==> src/rtl/inst_realign.sv <==
// Fetch-word to instruction realigner: buffers 16-bit parcels and presents one aligned
// instruction per cycle. Define REALIGN_RVC_EN to enable compressed (16-bit) instruction support.
module inst_realign #(
  parameter int unsigned DEPTH    = 4,
  parameter logic [31:0] RESET_PC = 32'h0000_0000
) (
  input  logic        clk,
  input  logic        rst_n,
  input  logic        flush_i,
  input  logic [31:0] redirect_pc_i,
  input  logic        fetch_valid_i,
  output logic        fetch_ready_o,
  input  logic [31:0] fetch_data_i,
  output logic        out_valid_o,
  input  logic        out_ready_i,
  output logic [31:0] inst_o,
  output logic [31:0] inst_pc_o,
  output logic        is_compressed_o
);

  localparam int unsigned PW = (DEPTH > 1) ? $clog2(DEPTH) : 1;
  localparam int unsigned CW = $clog2(DEPTH + 1);

  logic [15:0]   r_buf [DEPTH];
  logic [PW-1:0] r_rd_ptr;
  logic [PW-1:0] r_wr_ptr;
  logic [CW-1:0] r_count;
  logic [31:0]   r_head_pc;
  logic          r_skip_low;

  logic [PW-1:0] w_rd_ptr_p1;
  logic [PW-1:0] w_wr_ptr_p1;
  logic [15:0]   w_head;
  logic [15:0]   w_head_hi;
  logic          w_c;
  logic          w_valid;
  logic          w_push;
  logic          w_pop;
  logic [1:0]    w_push_n;
  logic [1:0]    w_pop_n;
  logic          w_unused;

  // Pointer advance modulo DEPTH; DEPTH need not be a power of two.
  function automatic logic [PW-1:0] f_adv(input logic [PW-1:0] p, input logic [1:0] n);
    int unsigned s;
    s = 32'(p) + 32'(n);
    if (s >= DEPTH) s = s - DEPTH;
    return PW'(s);
  endfunction

  assign w_rd_ptr_p1 = f_adv(r_rd_ptr, 2'd1);
  assign w_wr_ptr_p1 = f_adv(r_wr_ptr, 2'd1);
  assign w_head      = r_buf[r_rd_ptr];
  assign w_head_hi   = r_buf[w_rd_ptr_p1];

`ifdef REALIGN_RVC_EN
  assign w_c = (w_head[1:0] != 2'b11);
`else
  assign w_c = 1'b0;
`endif

  assign w_valid = (w_c  && (r_count >= CW'(1))) ||
                   (!w_c && (r_count >= CW'(2)));

  assign fetch_ready_o   = (r_count <= CW'(DEPTH - 2));
  assign out_valid_o     = w_valid;
  assign is_compressed_o = w_valid & w_c;
  assign inst_pc_o       = r_head_pc;

  always_comb begin
    inst_o = '0;
    if (w_valid) begin
      if (w_c) inst_o = {16'h0000, w_head};
      else     inst_o = {w_head_hi, w_head};
    end
  end

  // Flush suppresses both sides of the handshake in its cycle.
  assign w_push = fetch_valid_i & fetch_ready_o & ~flush_i;
  assign w_pop  = w_valid & out_ready_i & ~flush_i;

  always_comb begin
    w_push_n = 2'd0;
    if (w_push) w_push_n = r_skip_low ? 2'd1 : 2'd2;
  end

  always_comb begin
    w_pop_n = 2'd0;
    if (w_pop) w_pop_n = w_c ? 2'd1 : 2'd2;
  end

  assign w_unused = ^redirect_pc_i[1:0];

  always_ff @(posedge clk or negedge rst_n) begin
    if (!rst_n) begin
      for (int unsigned i = 0; i < DEPTH; i++) r_buf[i] <= '0;
      r_rd_ptr   <= '0;
      r_wr_ptr   <= '0;
      r_count    <= '0;
      r_head_pc  <= RESET_PC;
      r_skip_low <= 1'b0;
    end else if (flush_i) begin
      r_rd_ptr <= '0;
      r_wr_ptr <= '0;
      r_count  <= '0;
`ifdef REALIGN_RVC_EN
      r_head_pc  <= {redirect_pc_i[31:1], 1'b0};
      r_skip_low <= redirect_pc_i[1];
`else
      r_head_pc  <= {redirect_pc_i[31:2], 2'b00};
      r_skip_low <= 1'b0;
`endif
    end else begin
      if (w_push) begin
        if (r_skip_low) begin
          r_buf[r_wr_ptr] <= fetch_data_i[31:16];
          r_skip_low      <= 1'b0;
        end else begin
          r_buf[r_wr_ptr]    <= fetch_data_i[15:0];
          r_buf[w_wr_ptr_p1] <= fetch_data_i[31:16];
        end
        r_wr_ptr <= f_adv(r_wr_ptr, w_push_n);
      end
      if (w_pop) begin
        r_rd_ptr  <= f_adv(r_rd_ptr, w_pop_n);
        r_head_pc <= r_head_pc + (w_c ? 32'd2 : 32'd4);
      end
      r_count <= r_count + CW'(w_push_n) - CW'(w_pop_n);
    end
  end

  a_count_bound: assert property (@(posedge clk) disable iff (!rst_n) r_count <= CW'(DEPTH));
  a_no_overflow: assert property (@(posedge clk) disable iff (!rst_n)
                                  w_push |-> (r_count <= CW'(DEPTH - 2)));

endmodule

==> config.mk <==
export PLATFORM = sky130hd
export DESIGN_NAME = inst_realign
export DESIGN_NICKNAME = d
export VERILOG_FILES = /design/src/rtl/inst_realign.sv
export SDC_FILE = /design/constraint.sdc
export NUM_CORES = 1
export LEC_CHECK = 0
export CORE_UTILIZATION = 68
export DETAILED_ROUTE_END_ITERATION = 7
export DONT_BUFFER_PORTS = 1
export GPL_TIMING_DRIVEN = 0
export PLACE_DENSITY = 0.87
export SYNTH_ARGS = -nofsm -noshare
export SYNTH_HDL_FRONTEND = slang
export SYNTH_SLANG_ARGS = --single-unit
==> constraint.sdc <==
create_clock -name clk -period 5.8 [get_ports clk]
set_input_delay 0.29 -clock clk [delete_from_list [all_inputs] [get_ports clk]]
set_output_delay 0.29 -clock clk [all_outputs]
set_load 0.02 [all_outputs]
== Word-level counts from Yosys, hierarchy flattened ==
Cells that the tools add are included.

* Bits in registers: 104
* Logic and storage cells: 77

* Multiplexer cells: 31
* Magnitude comparators: 12
* $add $sub $neg: 11
* Bitwise gates (word level): 9
* Reduce and logical (&&, ||, !) cells: 5

{| class="wikitable"
|+ Operators by type and width
! kind !! number
|-
| bitwise mux 64 bit || 3
|-
| two-way mux 16 bit || 6
|-
| two-way mux 32 bit || 3
|-
| binary-select mux 16 bit (select 2 bit) || 2
|-
| demux 16 bit (select 2 bit) || 2
|-
| two-way mux 64 bit || 1
|-
| adder 32 x 3 -> 32 bit (second input constant) || 1
|-
| >= comparator 3 bit (second input constant) || 8
|-
| two-way mux 2 bit || 11
|-
| NOT 2 -> 3 bit || 4
|-
| subtractor 2 x 1 -> 2 bit (second input constant) || 4
|-
| adder 2 x 1 -> 3 bit (second input constant) || 2
|-
| adder 2 x 2 -> 3 bit || 2
|-
| < comparator 3 x 1 -> 1 bit (second input constant) || 2
|-
| AND 1 bit || 4
|-
| nonzero test 2 bit || 2
|-
| adder 3 x 2 -> 3 bit || 1
|-
| >= comparator 3 x 2 -> 1 bit (second input constant) || 1
|-
| <= comparator 3 x 2 -> 1 bit (second input constant) || 1
|-
| two-way mux 3 bit || 1
|-
| subtractor 3 x 2 -> 3 bit || 1
|-
| logical AND 1 bit || 2
|-
| two-way mux 1 bit || 2
|-
| AND reduction 2 bit || 1
|-
| NOT 1 bit || 1
|}

== Longest topological paths before layout ==
Gate-level depths: netlist of the first run.

* Word-level depth: 10
* Depth in mapped cells: 9
* Depth with buffers taken out: 7

== Least setup slack after synthesis of the first run ==
No wires, ideal clock.

* Path kind: input to register
* From: in flush_i
* To: reg r_buf[33] in the netlist's numbering
* Required time: 5735 ps
* Path slack: 3502 ps
* Arrival time: 2233 ps
* Cell stages on the path: 9
* Path through: clkbuf_1 -> clkinv_1 -> clkbuf_1 -> and2_1 -> ha_1 -> clkbuf_1 -> clkbuf_1 -> buf_1 -> a31o_2

* Word-level cells in the longest chain between the ends: 3

{| class="wikitable"
|+ Ends and longest elaborated chain
! item !! RTL line !! source
|-
| start, declared || 9 || <nowiki>input logic flush_i,</nowiki>
|-
| NOT 1 bit (no source line) * || -- ||
|-
| AND 1 bit || 79 || <nowiki>assign w_push = fetch_valid_i & fetch_ready_o & ~flush_i;</nowiki>
|-
| AND reduction 2 bit (no source line) * || -- ||
|-
| end signal, assigned by index || 116 || <nowiki>r_buf[r_wr_ptr] <= fetch_data_i[31:16];</nowiki>
|-
| end signal, assigned by index || 119 || <nowiki>r_buf[r_wr_ptr] <= fetch_data_i[15:0];</nowiki>
|-
| end signal, assigned by index || 120 || <nowiki>r_buf[w_wr_ptr_p1] <= fetch_data_i[31:16];</nowiki>
|-
| end, declared || 24 || <nowiki>logic [15:0] r_buf [DEPTH];</nowiki>
|}

Mark *: on every way between the ends. The rest lies on a longest branch, timed or not.
A chain may end at the register's enable or synchronous reset.

== Worst setup path in the final report of the first run ==
* From: reg r_wr_ptr[1]
* To: reg r_buf[57] in the netlist's numbering

* Word-level cells in the longest chain between the ends: 10

{| class="wikitable"
|+ Ends and longest elaborated chain
! item !! RTL line !! source
|-
| start, declared || 26 || <nowiki>logic [PW-1:0] r_wr_ptr;</nowiki>
|-
| start signal, assigned || 122 || <nowiki>r_wr_ptr <= f_adv(r_wr_ptr, w_push_n);</nowiki>
|-
| adder 2 x 1 -> 3 bit || 46 || <nowiki>s = 32'(p) + 32'(n);</nowiki>
|-
| >= comparator 3 bit or subtractor 2 x 1 -> 2 bit (tied branches) || 47 || <nowiki>if (s >= DEPTH) s = s - DEPTH;</nowiki>
|-
| two-way mux 2 bit || 47 ||
|-
| NOT 2 -> 3 bit (not written as such) || 120 ||
|-
| >= comparator 3 bit (not written as such) or < comparator 3 x 1 -> 1 bit (tied branches) || 120 ||
|-
| logical AND 1 bit (not written as such) || 120 ||
|-
| two-way mux 16 bit (not written as such) || 120 ||
|-
| demux 16 bit (select 2 bit) || 120 ||
|-
| bitwise mux 64 bit || 120 ||
|-
| two-way mux 64 bit * || 115 || <nowiki>if (r_skip_low) begin</nowiki>
|}

Marks and branches as above.

==> run_results.csv, run 1 <==
group,metric,value,unit
finish,nFillCells,536,
synth,post-synth-top-count-cell,"dfrtp_1",
finish,fin_area,0.00551,mm²
clock_tree,clkLatencyLatePin,360,ps
global_route,grt_overflow,0,
drt,num_vias,4252,
clock_tree,cts_max_level,3,
synth,syn_avg_cell_area,9.29,µm²
critical_path,cp.required,6100,ps
clock_tree,ctsResizeCount,0,
synth,ys_types,41,
synth,yosys.area.top_type_share,0.481,
synth,synth-simple-area-share,0.199,
drt,wl_per_cell,18.6,µm
die,fp-row-count,31,
finish,drive_gt1_frac,0.104,
sta,fmax,0.321,GHz
global_route,antenna_found_initial,0,
sta,relSlewSlack,0.472,
synth,synth-compound-area-share,0.148,
critical_path,crit_chain,"clkbuf_1, inv_1, clkbuf_1, ha_1, clkbuf_1, clkbuf_1, buf_1, a31o_2",
critical_path,cp_slowest_cell,"buf_1",
synth,synth.mux.area_fraction,0.0669,
global_route,grt_pass1_vias,4079,
power_and_ir_drop,leakage,2.27,nW
sta,tns,0,ps
critical_path,critPathTopFamily,"buffers and inverters",
clock_tree,cts.path.max_buffers,2,
place,dp_slack,2760,ps
clock_tree,cts_tree,"done",
critical_path,cpPeakStageDelay,480,ps
die,fp.dieH,88.6,µm
finish,synthToLayoutAreaGrowth,8.07,%
critical_path,crit_arrival,3420,ps
sta,finalHoldViolations,0,
worst_hold_path,hold_class,"primary input to register",
power_and_ir_drop,vdd_drop_max,0.000281,V
place,gp_congestion,0.875,
critical_path,start_kind,"register",
clock_tree,cts.reportedPaths.clkPinSlew,100,ps
sta,rsz0062_at_grt,"false",
die,die_w,88.6,µm
clock_tree,numCtsBuffers,9,
synth,synth_edf_count,0,
synth,ys_seq_area_frac,0.481,
clock_tree,clock_sinks,98,
global_route,track_usage,0.331,
clock_tree,cts-root-buf,"clkbuf_8",
critical_path,critPathBufInv,6,
synth,synth_area_leaders,"dfrtp_1 48%, mux2i_1 6.5%, a31o_2 5.7%",
sta,min_period,3120,ps
die,dieArea,0.00785,mm²
outcome,outcome,"finished, final reports clean",
die,core,0.00725,mm²
global_route,grt_max_degree,99,
global_route,grt_pass1_wl,19700,µm
critical_path,critical_path_class,"register to register",
synth,synth_seq_cells,98,
synth,synth_xor_xnor_area_share,0.0240,
synth,netlist_top_cells_count,"98 x dfrtp_1, 56 x nor2_1, 45 x o21ai_0",
sta,finalCritPeriodShare,0.537,
synth,synth_cells,549,
drt,drt_iter0_markers,285,
drt,drtPass1Iterations,5,
critical_path,endpoint_kind,"register",
place,dp_hpwl,8440,µm
finish,n_antenna_cell,0,
flow_run,maxCapViolCount,0,
drt,vias_per_cell,6.37,
die,initial_core_util,0.703,
sta,final_max_slew_viol_count,0,
drt,drcViolationCount,0,
synth,synth_top_family_by_area,"simple AND/OR/NAND/NOR gates",
synth,yosys.area_share.adder,0.0113,
synth,async_flop_share,1.00,
synth,ys.flop_type,"dfrtp_1",
sta,clock_skew,9.66,ps
drt,drtAntennaViolNets,0,
place,placed_cell_area,0.00523,mm²
power_and_ir_drop,p_per_area,455,mW/mm²
critical_path,cp_max_fo,10,
place,io_buffer_count,0,
sta,fin_ws,2680,ps
synth,yosysTopAreaCell,"dfrtp_1",
die,ios,136,
sta,worst_pin_slew,793,ps
sta,setup_viol,0,
critical_path,path_common_cell,"clkbuf_1",
synth,syn_area,0.00510,mm²
finish,nNetsFinal,637,
synth,ys_warn_count,0,
drt,routed_wl,12500,µm
[sequential cells by signal, summed over array words and instances (netlist names)]
signal / cells
r_buf: 64
inst_pc_o: 30
r_count: 2
r_rd_ptr: 1
r_wr_ptr: 1
[logic make-up (layout without fill, tap and decap cells)]
kind of cell               count (synthesis)  in the layout
AOI/OAI and AO/OA                        112            112
adders and majority gates                  4              4
and+or+nand+nor                          197            197
muxes                                     34             34
xor gates and xnor gates                  14             14
other                                      1              3
DFF                                       98             98
buffers and inverters                     89            107
[per-stage QoR]
stage / power [W] / hold WS (ps) / cells / util
after floorplan: 0.00177 / -5.59 / 551 / -
after global placement: 0.00191 / -3.95 / 650 / 0.722
after detailed placement: 0.00195 / -3.74 / 650 / 0.722
after CTS: 0.00251 / 48.6 / 668 / 0.760
after global routing: 0.00265 / 61.5 / 668 / 0.760
final: 0.00251 / 49.8 / 668 / 0.760
[power by group]
part | internal (W) | leakage [nW] | switching, W
clock network | 0.000288 | 0.117 | 0.000241
logic | 0.000339 | 0.938 | 0.000537
registers | 0.000925 | 1.22 | 0.000176
[routing by layer]
layer / vias up / global-route usage / wire (µm)
met3: 23 / 0.0840 / 1070
met5: - / 0 / 0
li1: 1939 / - / -
met2: 202 / 0.532 / 6110
met4: 0 / 0.120 / 221
met1: 2088 / 0.437 / 5060
[layout make-up]
class | count | area (µm²) | area share
clock inverters | 6 | 115 | 0.0209
repair buffers | 2 | 37.5 | 0.00681
flip-flops and latches | 98 | 2450 | 0.445
multi-input cells | 364 | 2300 | 0.418
clock buffers | 10 | 128 | 0.0231
inverters | 45 | 169 | 0.0306
plain buffers | 44 | 186 | 0.0338
well taps | 99 | 124 | 0.0225
[worst paths after layout]
kind | start | endpoint | slack (ps) | depth (start not counted)
worst max-delay path | r_wr_ptr[1] | r_buf[57] | 2680 | 8
worst min-delay path | redirect_pc_i[10] | inst_pc_o[10] | 50 | 2
worst max register to register | r_wr_ptr[1] | r_buf[57] | 2680 | 8
worst min register to register | r_buf[26] | r_buf[26] | 540 | 2
max in group asynchronous | rst_n | r_buf[38] | 4900 | 2
min in group asynchronous | rst_n | inst_pc_o[29] | 470 | 2
[repair_timing]
| action | 4_1_cts | 5_1_grt |
|---|---|---|
| hold endpoints to repair | 98 | 0 |
| hold buffers | 2 | 0 |
| buffers inserted | 0 | 0 |
[worst reg2reg max path, stage by stage (launching register included)]
cell	delay, ps
dfrtp_1	390
clkbuf_1	200
inv_1	210
clkbuf_1	470
ha_1	240
clkbuf_1	390
clkbuf_1	470
buf_1	480
a31o_2	240
[cell usage in the layout, fill, tap and decap left out, types with 2 or more instances in the layout]
cell type  synthesis  layout
nand3_1           43      43
nor4_1             5       5
nand2_1           22      22
mux2i_1           33      33
clkbuf_1          31      32
conb_1             1       3
a31oi_1           14      14
or3_1              5       5
o31ai_1           12      12
o21ai_0           45      45
xnor2_1           11      11
a31o_2            33      33
buf_4              3       3
buf_1              7       7
xor2_1             3       3
ha_1               3       3
dfrtp_1           98      98
nand4_1            7       7
clkinv_4           0       2
and2_1             2       2
nor2b_1           33      33
nor3_1             2       2
bufinv_16          0       3
nor2_1            56      56
clkbuf_8           0       9
o211ai_1           4       4
inv_1             44      44
or4_1             16      16
(Power assumes the default switching activity.)
==> inputs of run 2 (changes only) <==
--- a/config.mk
+++ b/config.mk
@@ -5,11 +5,12 @@
 export SDC_FILE = /design/constraint.sdc
 export NUM_CORES = 1
 export LEC_CHECK = 0
-export CORE_UTILIZATION = 68
+export ABC_AREA = 1
+export CORE_UTILIZATION = 64
 export DETAILED_ROUTE_END_ITERATION = 7
 export DONT_BUFFER_PORTS = 1
 export GPL_TIMING_DRIVEN = 0
-export PLACE_DENSITY = 0.87
+export PLACE_DENSITY = 0.83
 export SYNTH_ARGS = -nofsm -noshare
 export SYNTH_HDL_FRONTEND = slang
 export SYNTH_SLANG_ARGS = --single-unit
==> constraint.sdc (replaced) <==
create_clock -name clk -period 3.25 [get_ports clk]
set_input_delay 0.1625 -clock clk [delete_from_list [all_inputs] [get_ports clk]]
set_output_delay 0.1625 -clock clk [all_outputs]
set_load 0.02 [all_outputs]
==> run 2 against run 1 <==
Compared with the run above:
- combinational power grew 94%
- clock power grew 42%
- total power grew 81%
- largest cell class unchanged
==> run_results.csv, run 2 <==
group,metric,value,unit
critical_path,critical_path_class,"register to output pin",
critical_path,endpoint_kind,"output pin",
power_and_ir_drop,leakage,2.95,nW
critical_path,cp_slowest_cell,"a21oi_1",
sta,tns,0,ps
synth,post-synth-top-count-cell,"nand2_1",
finish,multi_input_area,0.00214,mm²
drt,drt_iter0_markers,452,
synth,synth_cells,687,
clock_tree,cts.hold.buffers_added,60,
synth,syn_area,0.00521,mm²
die,die_w,92.2,µm
power_and_ir_drop,switching_power,0.00204,W
sta,relSlewSlack,0.599,
finish,final_cell_mix,"156 x nand2_1, 124 x inv_1, 98 x dfrtp_1",
die,fp.dieH,92.2,µm
clock_tree,cts_tree,"done",
synth,yosysTopAreaCell,"dfrtp_1",
flow_run,maxCapViolCount,0,
synth,syn_avg_cell_area,7.59,µm²
place,dp_cells,791,
drt,num_vias,5121,
synth,synth_edf_count,0,
finish,n_antenna_cell,0,
finish,nFillCells,527,
clock_tree,numCtsBuffers,9,
global_route,grt_max_degree,99,
drt,routed_wl,14800,µm
finish,finalNonFillerCells,867,
outcome,outcome,"finished, final reports clean",
drt,drtPass1Iterations,5,
finish,layout_commonest_cell,"nand2_1",
finish,top_register,"r_buf",
power_and_ir_drop,combPwrFrac,0.375,
sta,min_period,2370,ps
sta,clock_skew,11.9,ps
synth,ys_warn_count,0,
synth,yosys.area.top_type_share,0.471,
place,dp_hpwl,9580,µm
synth,async_flop_share,1.00,
drt,wl_per_cell,17.0,µm
power_and_ir_drop,power_frac_seq,0.459,
critical_path,cpPeakStageDelay,490,ps
sta,final_max_slew_viol_count,0,
sta,finalCritPeriodShare,0.728,
global_route,grt_pass1_wl,24100,µm
power_and_ir_drop,internal_power,0.00249,W
clock_tree,clkLatencyLatePin,370,ps
place,placed_cell_area,0.00535,mm²
clock_tree,cts.path.max_buffers,2,
clock_tree,post_cts_buffers,0,
drt,drcViolationCount,0,
clock_tree,cts_max_level,3,
critical_path,cp.required,3090,ps
power_and_ir_drop,pwr-share-clk,0.165,
die,dieArea,0.00851,mm²
finish,fin_area,0.00614,mm²
clock_tree,cts.reportedPaths.clkPinSlew,100,ps
critical_path,crit_arrival,2200,ps
global_route,antenna_found_initial,0,
die,fp-row-count,32,
global_route,grt_overflow,0,
finish,synthToLayoutAreaGrowth,17.9,%
global_route,track_usage,0.367,
worst_hold_path,hold_class,"primary input to register",
sta,finalHoldViolations,0,
power_and_ir_drop,p_per_area,738,mW/mm²
synth,synth_seq_cells,98,
power_and_ir_drop,vdd_drop_max,0.000382,V
place,io_buffer_count,0,
sta,rsz0062_at_grt,"false",
synth,ys_seq_area_frac,0.471,
synth,ys.flop_type,"dfrtp_1",
critical_path,crit_chain,"nor2_1, inv_1, clkbuf_1, o21ai_0, a21oi_1",
synth,synth_area_leaders,"dfrtp_1 47%, nand2_1 11%, inv_1 8.9%",
critical_path,start_kind,"register",
sta,worst_pin_slew,603,ps
finish,largest_register_ffs,64,
synth,netlist_top_cells_count,"156 x nand2_1, 124 x inv_1, 98 x dfrtp_1",
power_and_ir_drop,switching_share,0.451,
sta,fmax,0.422,GHz
finish,final-seq-area,0.00245,mm²
synth,ys_types,32,
clock_tree,clock_sinks,98,
critical_path,cp_max_fo,10,
sta,setup_viol,0,
clock_tree,ctsResizeCount,0,
finish,drive_gt1_frac,0.0575,
drt,vias_per_cell,5.91,
drt,drtAntennaViolNets,0,
die,ios,136,
clock_tree,cts-root-buf,"clkbuf_8",
die,core,0.00781,mm²
die,initial_core_util,0.667,
global_route,grt_pass1_vias,5160,
place,gp_congestion,0.923,
finish,nNetsFinal,833,
run 2: changes by cell type after synthesis, moves of 10 or more:
| cell | previous run | this run |
|---|---|---|
| xnor2_1 | 11 | 1 |
| mux2i_1 | 33 | 0 |
| a31o_2 | 33 | 0 |
| a31oi_1 | 14 | 1 |
| o22ai_1 | 0 | 64 |
| a21oi_1 | 0 | 37 |
| inv_1 | 44 | 124 |
| o31ai_1 | 12 | 1 |
| or4_1 | 16 | 0 |
| nand2_1 | 22 | 156 |
| nor2b_1 | 33 | 0 |
| nand3_1 | 43 | 33 |
run 2: final timing paths:
check | start | endpoint | slack, ps | depth (start not counted)
max in group asynchronous | rst_n | inst_pc_o[5] | 2500 | 2
setup reg to reg | r_count[2] | r_buf[41] | 1000 | 8
min in group asynchronous | rst_n | r_buf[23] | 370 | 2
setup / recovery | r_count[2] | inst_o[2] | 880 | 5
hold reg to reg | r_buf[51] | r_buf[51] | 530 | 2
hold / removal | flush_i | inst_pc_o[11] | 10 | 3
run 2: metal layers:
metal,vias up,routed length (µm),track usage
li1,2328,-,-
met4,0,616,0.185
met3,65,1440,0.0846
met1,2400,5590,0.439
met2,328,7110,0.619
met5,-,0,0
run 2: critical path: cells and delay by family, from the launching register on:
kind | cells | cell delay (ps)
AOI/OAI and AO/OA | 2 | 720
DFF | 1 | 400
and+or+nand+nor | 1 | 110
buffers and inverters | 2 | 620
run 2: layout make-up:
| class | count | share of cell area |
|---|---|---|
| flip-flops and latches | 98 | 0.399 |
| well taps | 102 | 0.0208 |
| plain buffers | 34 | 0.0242 |
| repair buffers | 60 | 0.101 |
| clock inverters | 6 | 0.00815 |
| multi-input cells | 430 | 0.349 |
| clock buffers | 10 | 0.0208 |
| inverters | 127 | 0.0776 |
run 2: cell families after synthesis:
logic type,share of synthesized area
AOI/OAI and AO/OA,0.169
buffers and inverters,0.120
and+or+nand+nor,0.210
DFF,0.471
other,0.000720
xor gates and xnor gates,0.0185
adders and majority gates,0.0110
run 2: stage by stage:
stage               hold slack, ps  setup WS [ps]  total power, W   util
finish                        9.80            883         0.00453  0.787
CTS                           3.99           1020         0.00447  0.787
global placement              -131           1060         0.00354  0.685
global route                  22.4            765         0.00478  0.787
floorplan                     -133           1500         0.00326      -
detailed placement            -131            914         0.00365  0.685
run 2: power groups by stage:
stage | registers, W | clock network, W | logic, W
floorplan | 0.00200 | 0 | 0.00127
global placement | 0.00206 | 0 | 0.00148
detailed placement | 0.00209 | 0 | 0.00156
CTS | 0.00206 | 0.000749 | 0.00166
global route | 0.00212 | 0.000793 | 0.00186
finish | 0.00208 | 0.000750 | 0.00170
